`config.mk`:
```
export PLATFORM = sky130hd
export DESIGN_NAME = pipe_ctrl
export DESIGN_NICKNAME = d
export VERILOG_FILES = /design/src/rtl/pipe_ctrl.sv
export SDC_FILE = /design/constraint.sdc
export NUM_CORES = 1
export LEC_CHECK = 0
export CELL_PAD_IN_SITES_DETAIL_PLACEMENT = 1
export CELL_PAD_IN_SITES_GLOBAL_PLACEMENT = 2
export CORE_UTILIZATION = 16
export CTS_BUF_LIST = sky130_fd_sc_hd__clkbuf_16
export CTS_CLUSTER_DIAMETER = 30
export CTS_CLUSTER_SIZE = 40
export DETAILED_ROUTE_END_ITERATION = 12
export PLACE_DENSITY = 0.91
export SYNTH_ARGS = -nofsm -noshare
export SYNTH_HDL_FRONTEND = slang
export SYNTH_SLANG_ARGS = --single-unit
```
`constraint.sdc`:
```
create_clock -name clk -period 3.45 [get_ports clk]
set_input_delay 0.345 -clock clk [delete_from_list [all_inputs] [get_ports clk]]
set_output_delay 0.345 -clock clk [all_outputs]
set_load 0.1 [all_outputs]
```
`src/rtl/pipe_ctrl.sv`:
```
// Five-stage pipeline controller: stall arbitration, exception/ERET flush and redirect,
// post-flush refill window and stall watchdog. Optional perf counters under CTRL_PERF_CNT_EN.
module pipe_ctrl #(
    parameter logic [31:0] EXC_VEC    = 32'h0000_0020,
    parameter logic [31:0] ERET_TYPE  = 32'h0000_000e,
    parameter int unsigned REFILL_CYC = 2,
    parameter int unsigned MAX_STALL  = 16
) (
    input  logic        clk,
    input  logic        rst,
    input  logic        stallreq_id,
    input  logic        stallreq_ex,
    input  logic [31:0] excepttype_i,
    input  logic [31:0] cp0_epc_i,
    output logic [5:0]  stall_o,
    output logic        flush_o,
    output logic [31:0] new_pc_o,
    output logic        stall_timeout_o
`ifdef CTRL_PERF_CNT_EN
    ,
    output logic [31:0] perf_stall_o,
    output logic [15:0] perf_flush_o
`endif
);

    localparam int unsigned STALL_CW  = 8;
    localparam int unsigned REFILL_CW = 4;

    localparam logic [5:0] STALL_EX = 6'b001111;
    localparam logic [5:0] STALL_ID = 6'b000111;

    typedef enum logic [0:0] {
        RUN    = 1'b0,
        REFILL = 1'b1
    } state_t;

    state_t                 state, state_nxt;
    logic [REFILL_CW-1:0]   refill_cnt, refill_cnt_nxt;
    logic [STALL_CW-1:0]    stall_cnt;
    logic                   stalling;

    // State register
    always_ff @(posedge clk) begin
        if (rst) begin
            state      <= RUN;
            refill_cnt <= '0;
        end else begin
            state      <= state_nxt;
            refill_cnt <= refill_cnt_nxt;
        end
    end

    // Next state and same-cycle stall/flush/redirect outputs
    always_comb begin
        state_nxt      = state;
        refill_cnt_nxt = refill_cnt;
        stall_o        = '0;
        flush_o        = 1'b0;
        new_pc_o       = '0;

        if (stallreq_ex)
            stall_o = STALL_EX;
        else if (stallreq_id)
            stall_o = STALL_ID;

        case (state)
            RUN: begin
                if (excepttype_i != 32'd0) begin
                    // Flush wins over any stall request
                    flush_o        = 1'b1;
                    stall_o        = '0;
                    new_pc_o       = (excepttype_i == ERET_TYPE) ? cp0_epc_i : EXC_VEC;
                    state_nxt      = REFILL;
                    refill_cnt_nxt = REFILL_CW'(REFILL_CYC - 1);
                end
            end
            REFILL: begin
                if (refill_cnt == '0)
                    state_nxt = RUN;
                else
                    refill_cnt_nxt = refill_cnt - REFILL_CW'(1);
            end
            default: state_nxt = RUN;
        endcase

        if (rst) begin
            stall_o  = '0;
            flush_o  = 1'b0;
            new_pc_o = '0;
        end
    end

    assign stalling = (stall_o != 6'd0);

    // Consecutive-stall counter and sticky watchdog flag
    always_ff @(posedge clk) begin
        if (rst) begin
            stall_cnt       <= '0;
            stall_timeout_o <= 1'b0;
        end else begin
            if (flush_o || !stalling)
                stall_cnt <= '0;
            else if (stall_cnt != {STALL_CW{1'b1}})
                stall_cnt <= stall_cnt + STALL_CW'(1);

            if (stalling && (stall_cnt >= STALL_CW'(MAX_STALL - 1)))
                stall_timeout_o <= 1'b1;
        end
    end

`ifdef CTRL_PERF_CNT_EN
    // Free-running event counters, wrap naturally
    always_ff @(posedge clk) begin
        if (rst) begin
            perf_stall_o <= '0;
            perf_flush_o <= '0;
        end else begin
            if (stalling)
                perf_stall_o <= perf_stall_o + 32'd1;
            if (flush_o)
                perf_flush_o <= perf_flush_o + 16'd1;
        end
    end
`endif

endmodule

```
==> results by group <==
Die
  – Core region area: 7250 um^2
  – DIE HEIGHT: 88.4 um
  – # IOs: 108
  – Horiz. Die Dim: 88.4 um
  – Row cnt: 31
  – Die Area: 7820 um^2
  – Initial core utilization: 16.5%

Power
  – Total internal power: 0.000414 W
  – Total leakage power: 1.01 nW
  – Maximum resistive drop on vdd: 0.000234 V
  – Pwr per Cell Area: 206 nW/um^2
  – Share of power burned in registers: 30.3%
  – Overall Power: 0.000568 W
  – Part of the total power dissipated in combinational logic: 31.6%
  – Switching part of the total: 27.0%
  – Power dissipated by switching net loads: 0.000153 W
  – Clk network pwr share: 38.1%

Drt
  – Initial DRT Pass Iterations: 3
  – Number of remaining DRC errors: 0
  – Average vias per placed instance: 4.26
  – Count of routing violations after the opening detailed-route iteration: 40
  – Number of antenna-violating nets in the routed design: 0
  – Aggregate routed wire length: 5110 um
  – Detailed-route via count: 1478
  – Routed wire length per instance: 14.7 um

CTS
  – Clk sinks: 14
  – CTS tree: built
  – Worst-path clk slew: 0.05 ns
  – Clock insertion delay at the later pin of the skew report: 0.24 ns
  – Post-cts gate resize count: 0
  – H-Tree Depth: 1
  – Total of hold buffers inserted after clock tree synthesis: 0
  – Clock tree buffer depth: 2
  – Cts bufs inserted: 3
  – Post-CTS Repair Setup Buffers: 0
  – CTS root buf: clkbuf_16

Yosys
  – Synthesized flop and latch total: 14
  – Share of flip-flops with an asynchronous set or reset: 0%
  – Count of mapped cells out of synthesis: 144
  – Post-synth top area share: 23.5%
  – Synthesized area divided by synthesized cell count: 8.30 um^2
  – Count of distinct cell types in the synthesized netlist: 38
  – Post-synth top area cell: dfxtp_1
  – Ranking of synthesized cells by area: dfxtp_1 23%, and2_1 16%, nor4_4 5.3%
  – Post-synth EDFFs: 0
  – Synthesized cell area: 1190 um^2
  – Synth warnings: 0
  – Post-synthesis sequential area ratio: 23.5%
  – Post-synth top flop: dfxtp_1

Critical path
  – Biggest fanout along the worst timing path: 4
  – Worst flop-to-flop path endpoint: stall_cnt[5]
  – Data arrival time of the critical path: 2.42 ns
  – Critical register-to-register path startpoint: stall_cnt[0]
  – Required time at the endpoint of the critical path: 3.11 ns
  – Reg2reg setup slack: 1.68 ns
  – Startpoint class of the critical path: input pin
  – Critical Path End Type: primary output
  – Category of the most critical setup path: in2out
  – Worst-case reg-to-reg path depth: 5

Placement
  – HPWL Detailed: 4450 um
  – Setup Slack @ Placement: 0.653 ns
  – Number of buffers added on ports: 105
  – Placed standard-cell area: 2680 um^2
  – Final weighted congestion in routability-driven placement: 0.728

Layout
  – NumNets Final: 319
  – Layout Area Growth over Synthesis: 131%
  – Diodes inserted: 0
  – Post-route cell area: 2760 um^2
  – Top library cells by usage in the layout, fill and taps aside: 68 x clkdlybuf4s50_1, 35 x buf_12, 31 x and2_1
  – Util after Layout: 38.0%
  – Share of layout cells above drive strength 1: 23.0%
  – Fill count: 819
  – Most common library cell in the layout ignoring fill and taps: clkdlybuf4s50_1

STA
  – Finish-stage setup viols: 0
  – Final Slew Violations: 0
  – Worst Slack Setup Final: 0.687 ns
  – Max Fclk: 362 MHz
  – Pin slew with the least headroom to its limit: 0.989 ns
  – Relative slew margins: 33.9%
  – Setup repair after global routing missed its margin: no
  – Final hold violation count: 0
  – Worst-case clock skew: 0.00358 ns
  – Post-layout min period: 2.76 ns
  – Setup Total Neg Slack: 0 ns
  – Ratio of final minimum period to clock period: 80.1%

Run
  – Max Cap Violations: 0

Global routing
  – Largest net degree at the start of global routing: 32
  – Antenna violations before repair: 0
  – Global-route wire length before repair: 8010 um
  – Global-route usage over all layers: 13.5%
  – Global route total overflow: 0
  – Via count of the first global-routing pass: 1542

Min path
  – Hold depth: 1
  – Type of the worst min-delay path: reg2reg
  – Worst Hold Path EP: refill_cnt[0]
  – Hold path startpoint: refill_cnt[0]

Run status
  – Run status: finished, final reports clean
==> registers in the layout, indices dropped and copies added, names as in the netlist <==
name and cells:
stall_cnt 8, refill_cnt 4, stall_timeout_o 1, state 1
==> metrics by stage <==
step	std cells	hold slack (ns)
CTS	347	0.507
detailed placement	343	0.496
global placement	343	0.490
floorplan	145	0.474
global route	347	0.553
finish	347	0.508
==> per-layer routing <==
layer	vias up	wire length, um	track usage [%]
met5	-	0	0
met4	0	60	2.49
met3	6	416	3.92
met2	59	2890	28.5
met1	692	1750	12.6
li1	721	-	-
==> worst max-delay path by stage <==
stage / startpoint / end / cells after the start
after global routing: excepttype_i[25] / stall_o[1] / 6
after detailed placement: excepttype_i[9] / stall_o[1] / 6
after global placement: excepttype_i[16] / stall_o[0] / 6
final: excepttype_i[25] / stall_o[1] / 6
after CTS: excepttype_i[9] / stall_o[1] / 6
after floorplan: state / new_pc_o[5] / 3
==> power by group through the flow <==
stage / clock network (W) / registers (W) / logic (W)
after floorplan: 0 / 0.000174 / 0.0000777
after global routing: 0.000232 / 0.000173 / 0.000191
after detailed placement: 0 / 0.000176 / 0.000180
final: 0.000216 / 0.000172 / 0.000179
after CTS: 0.000226 / 0.000172 / 0.000181
after global placement: 0 / 0.000175 / 0.000175
==> area by class of cell <==
cell class	instances	area [um^2]	share of cell area, %
clock buffer	3	75.1	2.72
inverter	5	18.8	0.681
sequential	14	280	10.2
multi-input combinational	118	842	30.6
tap	99	124	4.50
timing repair buffer	107	1410	51.2
clock inverter	1	3.75	0.136
==> synth_stat cells, drive strengths merged, types with 2 or more instances <==
cell    instances
a21oi           4
nor4           12
o21ai           2
xor2            2
inv             5
nand2b          2
and4            4
o21a            4
mux2i           2
buf             8
a31oi           4
nor2            7
nand3           5
dfxtp          14
or2             2
o31ai           2
nand4           2
nand2           8
nor3b           2
ha              2
a211oi          2
and2           31
nor3            8
xnor2           2
==> cell families after synthesis <==
family	count (synthesis)	share of synthesized area, %
compound gates	21	11.9
xor+xnor	4	2.93
fa+ha+maj	2	2.09
buf+inv	13	7.33
flops	14	23.5
mux	2	1.68
other cells	1	0.314
simple gates	87	50.3
==> worst max-delay path, cell delays in order <==
cell and delay, ns:
clkdlybuf4s50_1 0.42, nor4_2 0.35, and4_1 0.32, a31oi_1 0.22
nor2_1 0.51, buf_12 0.25
No activity file was read; power rests on OpenSTA's default activity.
